===== config.mk =====
export PLATFORM = sky130hd
export DESIGN_NAME = wrapper_seq_ctrl
export DESIGN_NICKNAME = d
export VERILOG_FILES = /design/src/rtl/wrapper_seq_ctrl.sv
export SDC_FILE = /design/constraint.sdc
export NUM_CORES = 1
export LEC_CHECK = 0
export BUFFER_PORTS_ARGS = -buffer_cell sky130_fd_sc_hd__buf_4
export CAP_MARGIN = 20
export CORE_ASPECT_RATIO = 0.6
export CORE_MARGIN = 2
export CORE_UTILIZATION = 40
export CTS_BUF_LIST = sky130_fd_sc_hd__clkbuf_2 sky130_fd_sc_hd__clkbuf_4 sky130_fd_sc_hd__clkbuf_8
export CTS_CLUSTER_SIZE = 8
export DETAILED_ROUTE_END_ITERATION = 8
export PLACE_DENSITY = 0.64
export RECOVER_POWER = 50
export SETUP_SLACK_MARGIN = 0.02
export SYNTH_ARGS = -nofsm -noshare
export SYNTH_HDL_FRONTEND = slang
export SYNTH_SLANG_ARGS = --single-unit

===== constraint.sdc =====
create_clock -name clk -period 1.5 [get_ports clk]
set_input_delay 0.15 -clock clk [delete_from_list [all_inputs] [get_ports clk]]
set_output_delay 0.15 -clock clk [all_outputs]
set_load 0.02 [all_outputs]

===== src/rtl/wrapper_seq_ctrl.sv =====
// Sequencing wrapper: feeds up to N latched operands to a single-element
// engine over a start/done handshake and collects the results.
module wrapper_seq_ctrl #(
  parameter int N  = 4,
  parameter int XW = 8,
  parameter int RW = 16,
  parameter int TO = 255,
  localparam int CW = $clog2(N + 1),
  localparam int IW = (N > 1) ? $clog2(N) : 1
) (
  input  logic            clk,
  input  logic            rst,
  input  logic            wStart,
  input  logic [CW-1:0]   nElem,
  input  logic [N*XW-1:0] xIn,
  input  logic [XW-1:0]   uIn,
  input  logic            engDone,
  input  logic [RW-1:0]   engResult,
  output logic            engStart,
  output logic [XW-1:0]   engX,
  output logic [XW-1:0]   engU,
  output logic [IW-1:0]   idx,
  output logic            wr,
  output logic [N*RW-1:0] resOut,
  output logic            busy,
  output logic            wDone,
  output logic            err
);

  localparam int TW = (TO > 1) ? $clog2(TO + 1) : 1;

  typedef enum logic [2:0] {
    IDLE,
    LOAD,
    START,
    WAIT,
    STORE
  } state_t;

  state_t            state;
  logic [N*XW-1:0]   xreg;
  logic [IW-1:0]     last;
  logic [TW-1:0]     tcnt;
  logic [CW-1:0]     n_eff;

  // Zero or out-of-range counts mean a full job.
  always_comb begin
    n_eff = nElem;
    if (nElem == '0 || nElem > CW'(N))
      n_eff = CW'(N);
  end

  assign engStart = (state == START);
  assign wr       = (state == STORE);
  assign busy     = (state != IDLE);
  assign wDone    = (state == IDLE);
  assign engX     = xreg[XW-1:0];

  always_ff @(posedge clk or negedge rst) begin
    if (!rst) begin
      state  <= IDLE;
      xreg   <= '0;
      engU   <= '0;
      last   <= '0;
      idx    <= '0;
      tcnt   <= '0;
      resOut <= '0;
      err    <= 1'b0;
    end else begin
      unique case (state)
        IDLE: begin
          if (wStart) begin
            xreg   <= xIn;
            engU   <= uIn;
            last   <= IW'(n_eff - CW'(1));
            resOut <= '0;
            idx    <= '0;
            tcnt   <= '0;
            err    <= 1'b0;
            state  <= LOAD;
          end
        end
        LOAD: begin
          if (!wStart)
            state <= START;
        end
        START: begin
          tcnt  <= '0;
          state <= WAIT;
        end
        WAIT: begin
          if (engDone) begin
            resOut[idx*RW +: RW] <= engResult;
            state <= STORE;
          end else if (tcnt == TW'(TO - 1)) begin
            err   <= 1'b1;
            state <= IDLE;
          end else begin
            tcnt <= tcnt + 1'b1;
          end
        end
        STORE: begin
          if (idx == last) begin
            state <= IDLE;
          end else begin
            xreg  <= xreg >> XW;
            idx   <= idx + 1'b1;
            state <= START;
          end
        end
        default: state <= IDLE;
      endcase
    end
  end

endmodule


==> flow_summary.json <==
{
  "cellInternalPower_mw": 8.69,
  "postPlaceCellArea_sq_mm": 0.00678,
  "final_area_sq_mm": 0.00843,
  "core_sq_mm": 0.0128,
  "clkLatencyLatePin_ps": 420,
  "cts_tree": "built",
  "p_leak_nw": 4.03,
  "gp_congestion": 0.804,
  "grt_pass1_vias": 4401,
  "critPathCaptureType": "output port",
  "synth_top_area_share_pct": 57.6,
  "status": "finished, violations left",
  "netlist_area_sq_mm": 0.00522,
  "die_w_microns": 151,
  "rows": 32,
  "min-delay-path-class": "in -> reg",
  "ys.flop_type": "dfrtp_1",
  "grt_pass1_wl_microns": 22800,
  "hold_viol_final": 0,
  "worst_pin_slew_ps": 760,
  "clkTransAtPathRegs_ps": 70,
  "first_pass_iters": 4,
  "drive_gt1_share_pct": 47.2,
  "setup_violations": 116,
  "cp.arrival_ps": 1560,
  "path_class": "reg -> out",
  "dieArea_sq_mm": 0.0140,
  "grt.overflow.total": 0,
  "power.density_mw_per_mm2": 1640,
  "cts_buffers": 17,
  "tns_ps": -14940,
  "p_sw_share_pct": 37.3,
  "antenna_cells": 0,
  "initial_core_util_pct": 40.9,
  "synth_seq_area_share_pct": 57.6,
  "crit_required_ps": 1350,
  "finalPower_mw": 13.8,
  "yosys.area.top_type": "dfrtp_1",
  "place_inst": 754,
  "nets": 750,
  "ys_types": 46,
  "clkPwrFrac_pct": 18.8,
  "synthTopCellsByArea": "dfrtp_1 58%, a22o_1 9.7%, mux2i_1 4.6%",
  "grt_max_degree": 57,
  "grt_setup_unrepaired": "true",
  "fmax_ghz": 0.585,
  "grt_usage_pct": 21.4,
  "yosysWarnings": 0,
  "synth.avg_cell_area_sq_um": 11.9,
  "multi_input_area_sq_mm": 0.00234,
  "route.antenna.remaining_nets": 0,
  "netlist_instances": 438,
  "max-cap-violations": 0,
  "cts_root_buffer": "clkbuf_8",
  "pwr-share-seq_pct": 33.9,
  "slew_violations": 0,
  "worst-path-max-fanout": 3,
  "finalCriticalPeriod_ps": 1710,
  "vias_per_cell": 5.07,
  "slew_headroom_pct": 49.3,
  "cp-start-kind": "flop",
  "synth_edf_count": 0,
  "dp_hpwl_microns": 9490,
  "layout_setup_ws_ps": -208,
  "violations": "setup timing",
  "area_delta_synth_final_pct": 61.5,
  "p_switching_mw": 5.16,
  "wl_per_cell_microns": 18.1,
  "ys_ff_latch": 120,
  "drt-total-wl_microns": 15500,
  "drt-initial-drc-count": 236,
  "cts_buffer_depth": 2,
  "finalCritPeriodShare_pct": 114,
  "cts.sinks": 120,
  "fillers": 969,
  "dp_worst_setup_slack_ps": -131,
  "antenna_found_initial": 0,
  "portBuffers": 149,
  "finalClockSkew_ps": 12.5,
  "htreeDepth": 4,
  "syn_nets": 508,
  "combPwrFrac_pct": 47.2,
  "io-pin-count": 150,
  "route.detailed.drc": 0,
  "max-vdd-ir-drop_mv": 1.02,
  "seq_area_sq_mm": 0.00301,
  "die_h_microns": 92.5,
  "num_vias": 4364,
  "async_flop_share_pct": 100,
  "fin_cells": 860
}
-- layout by cell type, fill, tap and decap left out, drive strengths merged, types with 2 or more instances in the layout --
master       netlist  layout
nand3              4       4
o211ai             4       4
xnor2              2       2
buf               30     204
mux2i             24      24
a31oi              4       4
or3                2       2
mux2              10      10
o21ai             30      30
o21a               2       2
nand2             48      48
a22o              58      58
dlygate4sd3        0      48
and4               3       3
nor2               9       9
and4b              2       2
and3               2       2
o31ai             16      16
clkbuf             5      26
a21o               3       3
inv               28      28
ha                 7       7
clkinvlp           0       2
and2               3       3
clkinv             0       6
dfrtp            120     120
a21oi              5       5
-- final timing paths --
kind,startpoint,endpoint,depth (start not counted),slack (ps)
setup reg to reg,state[1],xreg[28],5,-200
setup / recovery,state[1],wDone,4,-210
hold / removal,xIn[19],xreg[19],3,10
max in group asynchronous,rst,resOut[58],3,280
hold reg to reg,xreg[19],xreg[19],2,490
min in group asynchronous,rst,engU[7],2,320
-- timing repair --
item	in CTS	in global routing
setup buffers	16	8
hold endpoints to repair	116	0
resized for setup	40	80
endpoints found under the setup margin	120	122
gates cloned	4	4
hold buffers	48	0
pin swaps	13	29
-- kinds of logic (layout without fill, tap and decap cells) --
family | count (synthesis) | count (layout) | share of synthesized area, %
buf+inv | 63 | 315 | 6.50
mux | 34 | 34 | 6.76
compound gates | 127 | 127 | 18.4
flops | 120 | 120 | 57.6
simple gates | 84 | 84 | 8.56
xor+xnor | 3 | 3 | 0.504
fa+ha+maj | 7 | 7 | 1.68
-- power by group through the flow --
stage	sequential, mW	clock [mW]	combinational [mW]
floorplan	4.96	0	2.64
global placement	4.62	0	4.58
detailed placement	4.67	0	4.66
CTS	4.59	2.67	5.62
global route	4.80	2.84	7.01
finish	4.70	2.61	6.54
-- final cells by class --
class                   count  area share (%)
flip-flops and latches    120            35.7
repair buffers            258            28.6
multi-input cells         255            27.7
clock buffers              20            3.19
well taps                 170            2.52
inverters                  28            1.31
clock inverters             9           0.935
-- synthesized netlist by cell type (2+ instances only) --
cell type,count
o21ai_0,30
a21o_1,3
nor2_1,8
and2_1,3
dfrtp_1,120
or3_1,2
o21a_1,2
mux2i_1,24
o31ai_1,16
nand3_1,4
buf_4,16
a31oi_1,4
ha_1,7
a22o_1,58
clkbuf_1,5
mux2_2,10
xnor2_1,2
nand2_1,48
and4_1,3
buf_2,10
a21oi_1,5
inv_1,27
buf_6,4
and3_1,2
o211ai_1,4
-- sequential cells by signal, indices dropped and copies added, names as in the netlist --
name,cells
err,1
state,3
idx,2
resOut,64
last,2
engU,8
xreg,32
tcnt,8
-- per-stage QoR --
step | utilization [%] | hold slack [ps]
after floorplan | - | -146
after global placement | 53.1 | 110
after detailed placement | 53.1 | 115
after CTS | 62.5 | 0.995
after global routing | 66.0 | 9.16
final | 66.0 | 11.8
-- worst max-delay path: stages, from the launching register on --
cell     delay (ps)
dfrtp_2         430
buf_6           140
or3_4           410
inv_2            60
buf_6           100
-- layer usage --
metal  up-vias  wire [microns]  track usage [%]
met5         -               0                0
met4         0              61             5.61
met3         8             887             5.86
met1      2168            7330             30.5
li1       2051               -                -
met2       137            7260             32.3
Power figures use the tool's default switching activity.
